===== config.mk =====
export PLATFORM = sky130hd
export DESIGN_NAME = bsg_pll_scan_master
export DESIGN_NICKNAME = d
export VERILOG_FILES = /design/src/rtl/bsg_pll_scan_master.sv
export SDC_FILE = /design/constraint.sdc
export NUM_CORES = 1
export LEC_CHECK = 0
export CELL_PAD_IN_SITES_DETAIL_PLACEMENT = 0
export CELL_PAD_IN_SITES_GLOBAL_PLACEMENT = 1
export CORE_MARGIN = 5
export CORE_UTILIZATION = 48
export DETAILED_ROUTE_END_ITERATION = 12
export DONT_BUFFER_PORTS = 1
export GPL_TIMING_DRIVEN = 0
export PLACE_DENSITY = 0.78
export SLEW_MARGIN = 30
export SYNTH_ARGS = -nofsm -noshare
export SYNTH_HDL_FRONTEND = slang
export SYNTH_SLANG_ARGS = --single-unit

===== constraint.sdc =====
create_clock -name clk_i -period 2.8 [get_ports clk_i]
set_input_delay 0.56 -clock clk_i [delete_from_list [all_inputs] [get_ports clk_i]]
set_output_delay 0.56 -clock clk_i [all_outputs]
set_load 0.02 [all_outputs]

===== src/rtl/bsg_pll_scan_master.sv =====
// Serial scan master for a PLL configuration port: loads a parallel word MSB-first
// over chip-select/scan-clock/sdi, optionally pulsing the PLL reset first, and returns the word read from sdo.
module bsg_pll_scan_master #(
  parameter int cfg_width_p  = 32,
  parameter int clk_div_p    = 4,
  parameter int reset_hold_p = 16
) (
  input  logic                   clk_i,
  input  logic                   reset_i,
  input  logic                   v_i,
  input  logic [cfg_width_p-1:0] data_i,
  input  logic                   pll_reset_i,
  output logic                   ready_o,
  output logic                   chip_select_o,
  output logic                   scn_clk_o,
  output logic                   sdi_o,
  output logic                   rstb_o,
  input  logic                   sdo_i,
  output logic                   v_o,
  output logic [cfg_width_p-1:0] data_o
);

  localparam int phase_w = $clog2(clk_div_p + 1);
  localparam int bit_w   = $clog2(cfg_width_p + 1);
  localparam int hold_w  = $clog2(reset_hold_p + 1);

  localparam logic [phase_w-1:0] phase_last = phase_w'(clk_div_p - 1);
  localparam logic [bit_w-1:0]   bit_last   = bit_w'(cfg_width_p - 1);
  localparam logic [hold_w-1:0]  hold_last  = hold_w'(reset_hold_p - 1);

  typedef enum logic [2:0] {IDLE, PRST, LOAD, HOLD, DONE} state_e;

  state_e                 state_r, state_n;
  logic [phase_w-1:0]     phase_r, phase_n;
  logic                   high_r, high_n;
  logic [bit_w-1:0]       bit_r, bit_n;
  logic [hold_w-1:0]      hold_r, hold_n;
  logic [cfg_width_p-1:0] cfg_r, cfg_n;
  logic [cfg_width_p-1:0] cap_r, cap_n;
  logic                   ready_r, ready_n;
  logic                   cs_r, cs_n;
  logic                   scn_r, scn_n;
  logic                   sdi_r, sdi_n;
  logic                   rstb_r, rstb_n;
  logic                   v_r, v_n;
  logic [cfg_width_p-1:0] data_r, data_n;
  logic                   start_load;
  logic [cfg_width_p-1:0] load_word;

  always_ff @(posedge clk_i) begin
    if (reset_i) begin
      state_r <= IDLE;
      phase_r <= '0;
      high_r  <= 1'b0;
      bit_r   <= '0;
      hold_r  <= '0;
      cfg_r   <= '0;
      cap_r   <= '0;
      ready_r <= 1'b1;
      cs_r    <= 1'b0;
      scn_r   <= 1'b0;
      sdi_r   <= 1'b0;
      rstb_r  <= 1'b0;
      v_r     <= 1'b0;
      data_r  <= '0;
    end else begin
      state_r <= state_n;
      phase_r <= phase_n;
      high_r  <= high_n;
      bit_r   <= bit_n;
      hold_r  <= hold_n;
      cfg_r   <= cfg_n;
      cap_r   <= cap_n;
      ready_r <= ready_n;
      cs_r    <= cs_n;
      scn_r   <= scn_n;
      sdi_r   <= sdi_n;
      rstb_r  <= rstb_n;
      v_r     <= v_n;
      data_r  <= data_n;
    end
  end

  // Outputs are computed from the next state so every pin comes straight off a flop.
  always_comb begin
    state_n    = state_r;
    phase_n    = phase_r;
    high_n     = high_r;
    bit_n      = bit_r;
    hold_n     = hold_r;
    cfg_n      = cfg_r;
    cap_n      = cap_r;
    sdi_n      = sdi_r;
    rstb_n     = rstb_r;
    v_n        = 1'b0;
    data_n     = data_r;
    start_load = 1'b0;
    load_word  = cfg_r;

    unique case (state_r)
      IDLE, DONE: begin
        if (v_i) begin
          if (pll_reset_i) begin
            state_n = PRST;
            hold_n  = '0;
            cfg_n   = data_i;
          end else begin
            start_load = 1'b1;
            load_word  = data_i;
          end
        end else begin
          state_n = IDLE;
        end
      end
      PRST: begin
        if (hold_r == hold_last) start_load = 1'b1;
        else                     hold_n = hold_r + hold_w'(1);
      end
      LOAD: begin
        if (phase_r == phase_last) begin
          phase_n = '0;
          if (!high_r) begin
            // last low-phase cycle: sample sdo just before the rising edge
            high_n   = 1'b1;
            cap_n    = cap_r << 1;
            cap_n[0] = sdo_i;
          end else if (bit_r == bit_last) begin
            high_n  = 1'b0;
            state_n = HOLD;
          end else begin
            high_n = 1'b0;
            bit_n  = bit_r + bit_w'(1);
            sdi_n  = cfg_r[cfg_width_p-1];
            cfg_n  = cfg_r << 1;
          end
        end else begin
          phase_n = phase_r + phase_w'(1);
        end
      end
      HOLD: begin
        if (phase_r == phase_last) begin
          state_n = DONE;
          v_n     = 1'b1;
          data_n  = cap_r;
        end else begin
          phase_n = phase_r + phase_w'(1);
        end
      end
      default: state_n = IDLE;
    endcase

    if (start_load) begin
      state_n = LOAD;
      phase_n = '0;
      high_n  = 1'b0;
      bit_n   = '0;
      sdi_n   = load_word[cfg_width_p-1];
      cfg_n   = load_word << 1;
      rstb_n  = 1'b1;
    end
    if (state_n == PRST) rstb_n = 1'b0;

    ready_n = (state_n == IDLE) || (state_n == DONE);
    cs_n    = (state_n == LOAD) || (state_n == HOLD);
    scn_n   = (state_n == LOAD) && high_n;
  end

  assign ready_o       = ready_r;
  assign chip_select_o = cs_r;
  assign scn_clk_o     = scn_r;
  assign sdi_o         = sdi_r;
  assign rstb_o        = rstb_r;
  assign v_o           = v_r;
  assign data_o        = data_r;

endmodule


==> impl_metrics.yaml <==
routing:
  wire_per_inst_um: 16.8
  drt_wl_total_um: 13600
  firstDrtPassIters: 5
  drc: 0
  detail-route-antenna-nets: 0
  viasPerCell: 5.84
  dr.first_iter.drc_count: 271
  dr_total_vias: 4722
grt:
  grt_pass1_vias: 4394
  grt.total_usage_pct: 19.5
  grt_pass1_wl_um: 22400
  antenna_found_initial: 0
  grt-ovfl-total: 0
  grt_max_degree: 17
cells_and_area:
  nNetsFinal: 695
  area_growth_pct: 13.4
  diodes: 0
  final_common_cell: "nand2_1"
  final_area_mm2: 0.00635
  final_layout_size_suffix_gt1_share_pct: 9.01
  final_cell_mix: "nand2_1 (133), dfxtp_1 (120), a21oi_1 (106), mux2i_1 (66), o211ai_1 (33)"
sta:
  setup_viol: 0
  worst_pin_slew_ns: 0.760
  slew_viol_final: 0
  timing.final.ws_setup_ns: 0.424
  finalCritPeriodShare_pct: 84.9
  max_freq_mhz: 421
  period_needed_ns: 2.38
  rsz0062_at_grt: "false"
  slew-limit-headroom_pct: 49.2
  final_hold_viol_count: 0
  setup_tns_ns: 0
  skew_ns: 0.00571
placement:
  place.gp.congestion: 0.788
  place_area_mm2: 0.00578
  hpwl_um: 9470
  dp_slack_ns: 0.463
  portBuffers: 0
synthesis:
  synth-async-reset-ratio_pct: 0
  synth.area.top_cells: "dfxtp_1 (43%), mux2i_1 (12%), a21oi_1 (9.5%)"
  seq_area_frac_synth_pct: 42.9
  netlist.area_leader.share_pct: 42.9
  syn_avg_cell_area_um2: 8.84
  yosys_warnings: 0
  netlist_instances: 634
  synth_top_area_cell: "dfxtp_1"
  synth_edf_count: 0
  synth_cell_type_count: 52
  synth.cell_area_mm2: 0.00560
  ys_ff_latch: 120
  synthFlopType: "dfxtp_1"
  synth_nets: 676
worst_setup_path:
  arrival_ns: 2.68
  cp-end-kind: "flop"
  required_ns: 3.10
  cp_max_fo: 10
  worstSetupStartpointType: "flop"
  crit_type: "flop to flop"
clock_network:
  clock_sinks: 120
  htreeDepth: 4
  clkTransAtPathRegs_ns: 0.05
  cts_buffers: 17
  cts_tree: "done"
  cts-root-buf: "clkbuf_16"
  post_cts_buffers: 0
  post_cts_resized: 0
  cts_hold_buffers: 0
  clk_latency_ns: 0.41
  cts_buffer_depth: 2
floorplanning:
  die_h_um: 118
  core.rowCount: 39
  boundaryPins: 75
  dieArea_mm2: 0.0139
  core_area_mm2: 0.0114
  start_util_pct: 49.1
  fp.dieW_um: 118
hold_path:
  hold_class: "primary input to flop"
pwr:
  power.leakage_nw: 2.30
  irDropWorstVdd_mv: 0.529
  p_per_area_mw_per_mm2: 687
status:
  status: "finished clean"
flow_run:
  drv_cap: 0
==> power breakdown <==
| group | internal (W) | switching (W) | leakage (nW) | total (W) |
|---|---|---|---|---|
| logic | 0.000199 | 0.000243 | 1.05 | 0.000442 |
| registers | 0.00178 | 0.0000610 | 0.976 | 0.00184 |
| clock network | 0.00133 | 0.000748 | 0.283 | 0.00208 |
| total | 0.00331 | 0.00105 | 2.30 | 0.00436 |
==> cell type report <==
cell class              count  area (um^2)
plain buffers              57          350
flip-flops and latches    120         2400
well taps                 143          179
inverters                   7         26.3
multi-input cells         450         2820
fillers                  1096         5060
clock inverters             7         66.3
clock buffers              25          505
==> layer usage <==
layer | share of wire, % | vias up | routed length (um) | GRT usage [%]
met2 | 45 | 103 | 6180 | 29.5
met3 | 6.5 | 19 | 883 | 6.39
met4 | 1.6 | 0 | 216 | 6.95
met1 | 46 | 2278 | 6310 | 25.9
li1 | - | 2322 | - | -
met5 | 0 | - | 0 | 0
==> final timing paths <==
path	from	end	cells after the start	slack (ns)
worst max-delay path	hold_r[0]$_SDFFE_PP0P_	cfg_r[3]$_SDFFE_PP0P_	9	0.42
worst min-delay path	sdo_i	cap_r[0]$_SDFFE_PP0P_	2	0.28
worst max register to register	hold_r[0]$_SDFFE_PP0P_	cfg_r[3]$_SDFFE_PP0P_	9	0.42
worst min register to register	cap_r[31]$_SDFFE_PP0P_	data_o[31]$_SDFFE_PP0P_	2	0.45
==> critical path: stages, from the launching register on <==
cell and delay, ns:
dfxtp_1 0.37, ha_1 0.18, and3_1 0.17, ha_1 0.25, nand3b_1 0.16, a21oi_2 0.24
buf_6 0.18, dlygate4sd1_1 0.45, a21oi_1 0.14, o311a_1 0.12
==> stage by stage <==
step | total power, W | hold slack [ns] | util (%) | instances
after floorplan | 0.00222 | 0.419 | - | 634
after global placement | 0.00230 | 0.427 | 50.6 | 777
after detailed placement | 0.00232 | 0.441 | 50.6 | 777
after CTS | 0.00440 | 0.271 | 55.6 | 809
after global routing | 0.00454 | 0.298 | 55.6 | 809
final | 0.00436 | 0.283 | 55.6 | 809
==> synthesized netlist by cell type, types with 6 or more instances <==
master / instances
o311a_1: 32
buf_6: 7
a21oi_1: 106
buf_2: 14
nand2_1: 133
dfxtp_1: 120
nor2_1: 12
clkbuf_1: 23
inv_1: 7
o211ai_1: 33
nand3_1: 6
dlygate4sd1_1: 6
mux2i_1: 66
==> cells by family after synthesis <==
| kind of cell | Yosys count | synth area share [%] |
|---|---|---|
| buffers and inverters | 64 | 6.72 |
| DFF | 120 | 42.9 |
| and+or+nand+nor | 186 | 15.0 |
| AOI/OAI and AO/OA | 191 | 22.2 |
| adders and majority gates | 5 | 1.12 |
| xor gates and xnor gates | 2 | 0.313 |
| muxes | 66 | 11.8 |
==> state kept, by name (all words and copies together) (netlist names) <==
name,cells
ready_o,1
high_r,1
chip_select_o,1
v_o,1
data_o,32
cap_r,32
rstb_o,1
hold_r,5
sdi_o,1
bit_r,6
cfg_r,32
scn_clk_o,1
state_r,3
phase_r,3
(Power assumes the default switching activity.)
==> variant: new RTL, config.mk and constraints unchanged <==
`data_r` no longer has a reset.
--- a/src/rtl/bsg_pll_scan_master.sv
+++ b/src/rtl/bsg_pll_scan_master.sv
@@ -62,7 +62,6 @@
       sdi_r   <= 1'b0;
       rstb_r  <= 1'b0;
       v_r     <= 1'b0;
-      data_r  <= '0;
     end else begin
       state_r <= state_n;
       phase_r <= phase_n;
@@ -77,8 +76,11 @@
       sdi_r   <= sdi_n;
       rstb_r  <= rstb_n;
       v_r     <= v_n;
-      data_r  <= data_n;
     end
+  end
+
+  always_ff @(posedge clk_i) begin
+    data_r <= data_n;
   end
 
   // Outputs are computed from the next state so every pin comes straight off a flop.
Check against the original RTL: same outputs for any inputs over 10 cycles, from zero or initial values and one cycle with reset_i high; that may be too few to reach the edited logic, so the function may still have changed.
==> variant against the unedited design <==
- design area down 3.5%
- total power up 0.29%
- setup slack worse by 0.14 ns
- sequential cell count unchanged
- hold slack better by 0.0071 ns
- via count down 13%
- wire length down 10%
- synthesized area down 3.9%
- core utilization up 0.43 points
- synthesized cell count down 15%
- critical endpoint is now cfg_r[26]$_SDFFE_PP0P_
- largest cell class is now flip-flops and latches
==> variant: results (changes against the unedited design) <==
clocking:
  clk-insertion-delay-late_ns: 0.41  # about the same
  cts-root-buf: "clkbuf_16"
  clk_pin_slew_ns: 0.06
  h-tree-depth: 4  # unchanged
  cts_buffers: 17  # unchanged
yosys:
  synthesis.nets: 579  # -14%
  synth_edf_count: 32  # +32
  ys.flop_type: "dfxtp_1"
  synth_xor_area_share_pct: 0  # -0.31 points
  yosysSeqAreaShare_pct: 50.6  # +7.7 points
  synthTopCellsByCount: "88 x dfxtp_1, 72 x nand2_1, 47 x a21oi_1"
  synth_compound_area_share_pct: 21.3  # -0.81 points
  synthTopCellsByArea: "dfxtp_1 33%, edfxtp_1 18%, mux2i_1 6.5%"
  ys_async_sr_fraction_pct: 0  # unchanged
  synth.mux.area_fraction_pct: 6.72  # -5.1 points
  yosysWarningCount: 0  # unchanged
  synth.distinct_cells: 54  # +3.8%
  yosys.area_share.adder_pct: 1.16  # +0.046 points
setup_path:
  worstReg2RegStart: "hold_r[0]$_SDFFE_PP0P_"
  reg2reg_to: "cfg_r[26]$_SDFFE_PP0P_"
  critPathMaxFanout: 10  # unchanged
  rrSetupSlack_ns: 0.29  # -0.14 ns
global_routing:
  grt_max_degree: 35  # +18
  grt_pass1_wl_mm: 20.1  # -10%
  grt_pass1_vias: 4117  # -6.3%
  grt_use_total_pct: 18.9  # -0.59 points
timing:
  holdWs_ns: 0.290  # +0.00711 ns
  clock_skew_ns: 0.0105  # +0.00476 ns
  timing.slew.headroom_pct: 50.6  # +1.4 points
routing:
  postRouteWirelength_mm: 12.2  # -10%
  drt_iter0_drc: 284  # +4.8%
  via_per_inst: 5.79  # -0.78%
  met3WireLength_um: 726  # -18%
  wl_met1_mm: 5.46  # -14%
  wl_met2_mm: 5.82  # -5.7%
min_path:
  hold_start: "sdo_i"
  worstHoldEndpoint: "cap_r[0]$_SDFFE_PP0P_"
  worstHoldPathCells: 2  # unchanged
  holdCritPathClass: "primary input to flip-flop"
placed_design:
  place.port_buffers: 0  # unchanged
  gp_congestion: 0.828  # +5.1%
  dp_hpwl_mm: 8.37  # -12%
power:
  leakage_nw: 2.01  # -13%
  irDropWorstVdd_uv: 469  # -11%
  p_int_w: 0.00328  # -0.82%
layout:
  fin_nets: 598  # -14%
  drive_gt1_share_pct: 15.3  # +6.3 points
outcome:
  run_status: "complete, no violations"
==> variant: kinds of logic after synthesis <==
group	Yosys count
AND/OR/NAND/NOR	165
AO/OA/AOI/OAI	160
flip-flops	120
buffers and inverters	51
multiplexers	36
adder cells (fa/ha/maj)	5
==> variant: repair_timing <==
action	4_1_cts	5_1_grt
buffers inserted	0	0
endpoints found under the hold margin	0	0
endpoints found under the setup margin	0	3
resized for setup	0	4
hold buffers	0	0
==> variant: worst max path at each step <==
stage / depth (start not counted) / to / slack [ns] / from
detailed placement: 9 / cfg_r[5]$_SDFFE_PP0P_ / 0.27 / hold_r[0]$_SDFFE_PP0P_
CTS: 9 / cfg_r[5]$_SDFFE_PP0P_ / 0.23 / hold_r[0]$_SDFFE_PP0P_
finish: 9 / cfg_r[26]$_SDFFE_PP0P_ / 0.29 / hold_r[0]$_SDFFE_PP0P_
global placement: 4 / data_o[14]$_DFFE_PP_ / 0.28 / phase_r[0]$_SDFFE_PP0P_
floorplan: 4 / data_o[0]$_DFFE_PP_ / 0.67 / phase_r[0]$_SDFFE_PP0P_
global route: 9 / cfg_r[3]$_SDFFE_PP0P_ / 0.03 / hold_r[0]$_SDFFE_PP0P_
==> variant: layer usage <==
layer  global-route usage, %  vias to the layer above
met5                       0                        -
met4                    7.27                        0
met3                    6.48                       16
met2                    30.3                      103
met1                    23.5                     1960
li1                        -                     2027
==> variant: layout make-up <==
class | count | area [um2]
sequential | 120 | 2720
buffer | 44 | 191
tap | 140 | 175
clock buffer | 17 | 425
multi-input combinational | 366 | 2450
inverter | 7 | 26.3
clock inverter | 15 | 145
fill | 973 | 4800
==> variant: power by group through the flow <==
stage / clock [W] / sequential (W) / combinational (W)
2_1_floorplan: 0 / 0.00191 / 0.000336
3_3_place_gp: 0 / 0.00193 / 0.000395
3_5_place_dp: 0 / 0.00193 / 0.000405
4_1_cts: 0.00210 / 0.00189 / 0.000407
5_1_grt: 0.00220 / 0.00190 / 0.000450
6_report: 0.00207 / 0.00189 / 0.000408
==> variant: worst max-delay path, cell delays in order, from the launching register on <==
cell and delay [ns]:
dfxtp_1 0.33, ha_1 0.23, and3_1 0.19, ha_1 0.18, nor4bb_1 0.14, buf_2 0.20, nor3_2 0.38, clkbuf_1 0.41
o311ai_0 0.22, o22ai_1 0.16
==> variant: through the flow <==
step,utilization (%),instances,setup slack [ns],power [W],cell area (um2)
global route,56.1,709,0.0325,0.00455,6130
detailed placement,50.8,677,0.273,0.00233,5560
CTS,56.1,709,0.228,0.00441,6130
floorplan,-,537,0.667,0.00225,5380
global placement,50.8,677,0.278,0.00232,5560
finish,56.1,709,0.288,0.00438,6130
